[config.mk]
export PLATFORM = sky130hd
export DESIGN_NAME = sbox_table_loader
export DESIGN_NICKNAME = d
export VERILOG_FILES = /design/src/rtl/sbox_table_loader.sv
export SDC_FILE = /design/constraint.sdc
export NUM_CORES = 1
export LEC_CHECK = 0
export ABC_AREA = 1
export CORE_ASPECT_RATIO = 1.5
export CORE_MARGIN = 3
export CORE_UTILIZATION = 45
export DETAILED_ROUTE_END_ITERATION = 8
export GPL_TIMING_DRIVEN = 0
export PLACE_DENSITY = 0.72
export SLEW_MARGIN = 20
export SYNTH_ARGS = -nofsm -noshare
export SYNTH_HDL_FRONTEND = slang
export SYNTH_SLANG_ARGS = --single-unit
[constraint.sdc]
create_clock -name clk -period 2.4 [get_ports clk]
set_input_delay 0.24 -clock clk [delete_from_list [all_inputs] [get_ports clk]]
set_output_delay 0.24 -clock clk [all_outputs]
set_load 0.01 [all_outputs]
[src/rtl/sbox_table_loader.sv]
`default_nettype none
// ============================================================================
// Module   : sbox_table_loader
// Purpose  : Writer side of the substitution layer's LUT update port. Collects
//            a complete 32-entry x 5-bit S-box table from the configuration
//            stream into a shadow copy. It waits until the permutation datapath
//            is idle. It then writes the table into the sub_layer LUT bank at
//            one entry per cycle.
// Optional : SBOX_LOADER_CHECK_EN - reject tables that are not a bijection
//            (seen-mask check). When the macro is undefined, err_o is tied to 0.
// Ports    :
//   clk              system clock
//   rst_n            asynchronous active-low reset
//   load_req_i       single-cycle request to start (or restart) a table load
//   word_valid_i     configuration word valid
//   word_ready_o     configuration word accepted when high with word_valid_i
//   word_i           four packed entries, entry k at word_i[5k+4:5k]
//   perm_busy_i      permutation datapath is using the S-boxes
//   upd_sbox_o       LUT update strobe (registered)
//   sbox_new_data_o  {index[4:0], 11'b0, value[4:0]}, zero when no strobe
//   busy_o           loader is in any state other than IDLE
//   done_o           one-cycle pulse after the final update
//   err_o            last collected table was rejected
// Revision : 1.0 - initial release
// ============================================================================
module sbox_table_loader #(
    parameter int ENTRIES = 32,
    parameter int ENTRY_W = 5,
    parameter int EPW     = 4
) (
    input  logic                     clk,
    input  logic                     rst_n,
    input  logic                     load_req_i,
    input  logic                     word_valid_i,
    output logic                     word_ready_o,
    input  logic [EPW*ENTRY_W-1:0]   word_i,
    input  logic                     perm_busy_i,
    output logic                     upd_sbox_o,
    output logic [20:0]              sbox_new_data_o,
    output logic                     busy_o,
    output logic                     done_o,
    output logic                     err_o
);

    localparam logic [2:0] S_IDLE    = 3'd0;
    localparam logic [2:0] S_COLLECT = 3'd1;
    localparam logic [2:0] S_WAIT    = 3'd2;
    localparam logic [2:0] S_PROGRAM = 3'd3;
    localparam logic [2:0] S_DONE    = 3'd4;

    logic [2:0]         state_q, state_d;
    logic [2:0]         wcnt_q,  wcnt_d;
    logic [4:0]         idx_q,   idx_d;
    logic               upd_q,   upd_d;
    logic [20:0]        data_q,  data_d;
    logic               done_q,  done_d;
    logic [ENTRY_W-1:0] shadow_q [ENTRIES];

    // Restart has priority: a word presented in the same cycle as load_req_i
    // is dropped and never reaches the shadow.
    logic wr_word;
    logic table_ok;
    assign wr_word = (state_q == S_COLLECT) && word_valid_i && !load_req_i;

`ifdef SBOX_LOADER_CHECK_EN
    logic [ENTRIES-1:0] mask_q, mask_d, mask_word;
    logic               err_q,  err_d;

    // One-hot of the four values carried by the word being accepted.
    always_comb begin
        mask_word = '0;
        for (int k = 0; k < EPW; k++) begin
            mask_word[word_i[k*ENTRY_W +: ENTRY_W]] = 1'b1;
        end
    end

    // Includes the current word so the verdict is ready on the final handshake.
    assign table_ok = &(mask_q | mask_word);

    always_comb begin
        mask_d = mask_q;
        if (load_req_i && (state_q == S_IDLE || state_q == S_COLLECT)) begin
            mask_d = '0;
        end else if (wr_word) begin
            mask_d = mask_q | mask_word;
        end
    end

    always_ff @(posedge clk or negedge rst_n) begin
        if (!rst_n) begin
            mask_q <= '0;
            err_q  <= 1'b0;
        end else begin
            mask_q <= mask_d;
            err_q  <= err_d;
        end
    end

    assign err_o = err_q;
`else
    assign table_ok = 1'b1;
    assign err_o    = 1'b0;
`endif

    always_comb begin
        state_d = state_q;
        wcnt_d  = wcnt_q;
        idx_d   = idx_q;
        upd_d   = 1'b0;
        data_d  = '0;
        done_d  = 1'b0;
`ifdef SBOX_LOADER_CHECK_EN
        err_d   = err_q;
`endif
        case (state_q)
            S_IDLE: begin
                if (load_req_i) begin
                    state_d = S_COLLECT;
                    wcnt_d  = '0;
`ifdef SBOX_LOADER_CHECK_EN
                    err_d   = 1'b0;
`endif
                end
            end
            S_COLLECT: begin
                if (load_req_i) begin
                    wcnt_d = '0;
                end else if (word_valid_i) begin
                    wcnt_d = wcnt_q + 3'd1;
                    if (wcnt_q == 3'd7) begin
                        if (table_ok) begin
                            state_d = S_WAIT;
                        end else begin
                            state_d = S_IDLE;
`ifdef SBOX_LOADER_CHECK_EN
                            err_d   = 1'b1;
`endif
                        end
                    end
                end
            end
            S_WAIT: begin
                if (!perm_busy_i) begin
                    state_d = S_PROGRAM;
                    idx_d   = '0;
                end
            end
            S_PROGRAM: begin
                upd_d  = 1'b1;
                data_d = {idx_q, 11'b0, shadow_q[idx_q]};
                idx_d  = idx_q + 5'd1;
                if (idx_q == 5'd31) begin
                    state_d = S_DONE;
                end
            end
            S_DONE: begin
                done_d  = 1'b1;
                state_d = S_IDLE;
            end
            default: begin
                state_d = S_IDLE;
            end
        endcase
    end

    always_ff @(posedge clk or negedge rst_n) begin
        if (!rst_n) begin
            state_q <= S_IDLE;
            wcnt_q  <= '0;
            idx_q   <= '0;
            upd_q   <= 1'b0;
            data_q  <= '0;
            done_q  <= 1'b0;
            for (int i = 0; i < ENTRIES; i++) begin
                shadow_q[i] <= '0;
            end
        end else begin
            state_q <= state_d;
            wcnt_q  <= wcnt_d;
            idx_q   <= idx_d;
            upd_q   <= upd_d;
            data_q  <= data_d;
            done_q  <= done_d;
            if (wr_word) begin
                for (int k = 0; k < EPW; k++) begin
                    shadow_q[{wcnt_q, 2'(k)}] <= word_i[k*ENTRY_W +: ENTRY_W];
                end
            end
        end
    end

    assign word_ready_o    = (state_q == S_COLLECT);
    assign busy_o          = (state_q != S_IDLE);
    assign upd_sbox_o      = upd_q;
    assign sbox_new_data_o = data_q;
    assign done_o          = done_q;

endmodule
`default_nettype wire

==> flow_summary.yaml <==
routing:
  drc: 0
  via_per_inst: 5.06
  drt_iter0_drc: 792
  postRouteAntennaNets: 0
  wl_per_cell_um: 16.0
  wl_mm: 24.8
  vias: 7863
  dr.pass1.iters: 6
global_route:
  antenna_found_initial: 0
  grt_pass1_vias: 7711
  grt_max_degree: 95
  grt_pass1_wl_mm: 39.8
  grt_usage: 0.241
  grt_remaining_overflow: 0
critical_path:
  crit_arrival_ns: 2.56
  crit_family: "buffers and inverters"
  max_stage_delay_ns: 0.64
  slowest_stage: "buf_1"
  endpoint_kind: "flop"
  worst_ep_required_time_ns: 2.78
  worstSetupPathType: "reg -> reg"
  cpMostUsedCell: "nand2_1"
  crit_path_cell_trace: "buf_2 -> buf_1 -> nand3_1 -> nand2_1 -> nand2_1 -> nand2_1 -> inv_1 -> nand2_1 -> nand2_1 -> nand2_1"
  r2r_setup_slack_ns: 0.21
  start_kind: "flop"
  cp_max_fo: 10
  crit_buf_inv: 3
floorplan:
  start_util: 0.464
  ios: 51
  die_w_um: 122
  die_area_um2: 21800
  core_region_area_um2: 19400
  num_rows: 62
  die_y_um: 179
final_layout:
  multi_input_area_um2: 3320
  area_growth_pct: 15.5
  fillers: 1913
  seqCellArea_um2: 4580
  design.final.nets: 1313
  fin_util: 0.536
  drive_above_1_share: 0.0717
  final_common_cell: "nand2_1"
  finalNonFillerCells: 1553
  n_antenna_cell: 0
  final_cell_mix: "nand2_1, inv_1, dfrtp_1"
cts:
  clockRootBuffer: "clkbuf_16"
  clkLatencyLatePin_ns: 0.45
  ctsResizeCount: 0
  cts_tree: "yes"
  clock_path_buffers: 2
  clk_pin_slew_ns: 0.07
  clock-sinks: 183
  numCtsBuffers: 17
  htreeDepth: 4
run_status:
  status: "finished, final reports clean"
timing:
  setup_viol: 0
  min_period_ns: 2.19
  slew_violations: 0
  period_share: 0.911
  rsz0062_at_grt: "false"
  slew_headroom: 0.469
  skew_ns: 0.00680
  fin_ws_ns: 0.213
  hold-worst-slack_ns: 0.393
  tightest_slew_ns: 0.796
  hold_violations: 0
  fmax_ghz: 0.457
logic_synthesis:
  netlist_instances: 1214
  yosysSeqAreaShare: 0.508
  synth_top_family_by_area: "simple AND/OR/NAND/NOR gates"
  synth_compound_area_frac: 0.0964
  syn_area_per_cell_um2: 7.42
  synth_xor_area_frac: 0.000972
  syn-cell-area_um2: 9010
  ys_warn_count: 0
  synth_mux_area_frac: 0
  ys_top_cells_by_area: "dfrtp_1, nand2_1, inv_1"
  synth_cell_types: 26
  yosys.area_share.simple: 0.260
  ys_seq_elements: 183
  synthAdderAreaFrac: 0.00556
  synth_area_leader_cell: "dfrtp_1"
  synth.top_cell.area_share: 0.508
run:
  cap_violations: 0
pwr:
  p_leak_nw: 5.20
  finalPower_mw: 10.7
  power-per-cell-area_nw_per_um2: 1030
  peakVddDrop_mv: 0.621
worst_hold_path:
  hold_path.class: "in -> async"
placed_design:
  place_hpwl_mm: 17.8
  gp_congestion: 0.959
  pre_cts_ws_ns: 0.343
  place_inst: 1520
  portBuffers: 38
[sequential cells by signal, summed over array words and instances (netlist names)]
name and cells:
wcnt_q 3, shadow_q 160, state_q 3, done_o 1, sbox_new_data_o 10, idx_q 5
upd_sbox_o 1
[metrics by stage]
stage                      TNS, ns  cell area (um^2)
after floorplan                  0              9050
after global placement    -1178.24              9750
after detailed placement         0              9780
after CTS                        0             10400
after global routing             0             10400
final                            0             10400
[layer usage]
layer	GRT usage	vias to the layer above	routed length, um
met5	0	-	0
met4	0.151	0	1330
met3	0.0360	84	1550
met2	0.406	306	12200
met1	0.289	3655	9700
li1	-	3818	-
[repair_timing]
action                    in CTS  in global routing
hold endpoints to repair      89                  0
buffers inserted               0                  0
hold buffers                   1                  0
[cell type report]
cell class | instances | area share
flip-flops and latches | 183 | 0.440
clock inverters | 13 | 0.0164
well taps | 256 | 0.0308
inverters | 206 | 0.0743
plain buffers | 74 | 0.0364
multi-input cells | 762 | 0.319
clock buffers | 19 | 0.0426
repair buffers | 40 | 0.0406
[kinds of logic after synthesis]
| kind of cell | Yosys count |
|---|---|
| AO/OA/AOI/OAI | 172 |
| XOR/XNOR | 1 |
| adder cells (fa/ha/maj) | 4 |
| buffers and inverters | 280 |
| flip-flops | 183 |
| other | 1 |
| AND/OR/NAND/NOR | 573 |
[final timing paths]
kind,startpoint,end,cells after the start
setup reg to reg,idx_q[1],sbox_new_data_o[0],10
hold reg to reg,shadow_q[152],shadow_q[152],2
hold / removal,rst_n,shadow_q[140],2
max in group asynchronous,rst_n,shadow_q[7],3
setup / recovery,idx_q[1],sbox_new_data_o[0],10
min in group clk,word_i[0],shadow_q[115],3
[cell usage after synthesis (all sizes together)]
cell type,count
ha,4
or2,1
inv,205
buf,57
nor4,1
o31ai,1
nand3,104
clkinv,1
nor3,2
dfrtp,183
nor2,50
o22ai,1
o21ai,149
conb,1
a21oi,20
xor2,1
nand4,2
clkbuf,17
nand2,413
o32ai,1
[power breakdown]
| group | internal, mW | switching, mW | leakage, nW |
|---|---|---|---|
| sequential | 3.63 | 0.287 | 2.30 |
| clock | 1.68 | 1.27 | 0.291 |
| combinational | 1.23 | 2.58 | 2.60 |
Power figures use the tool's default switching activity.
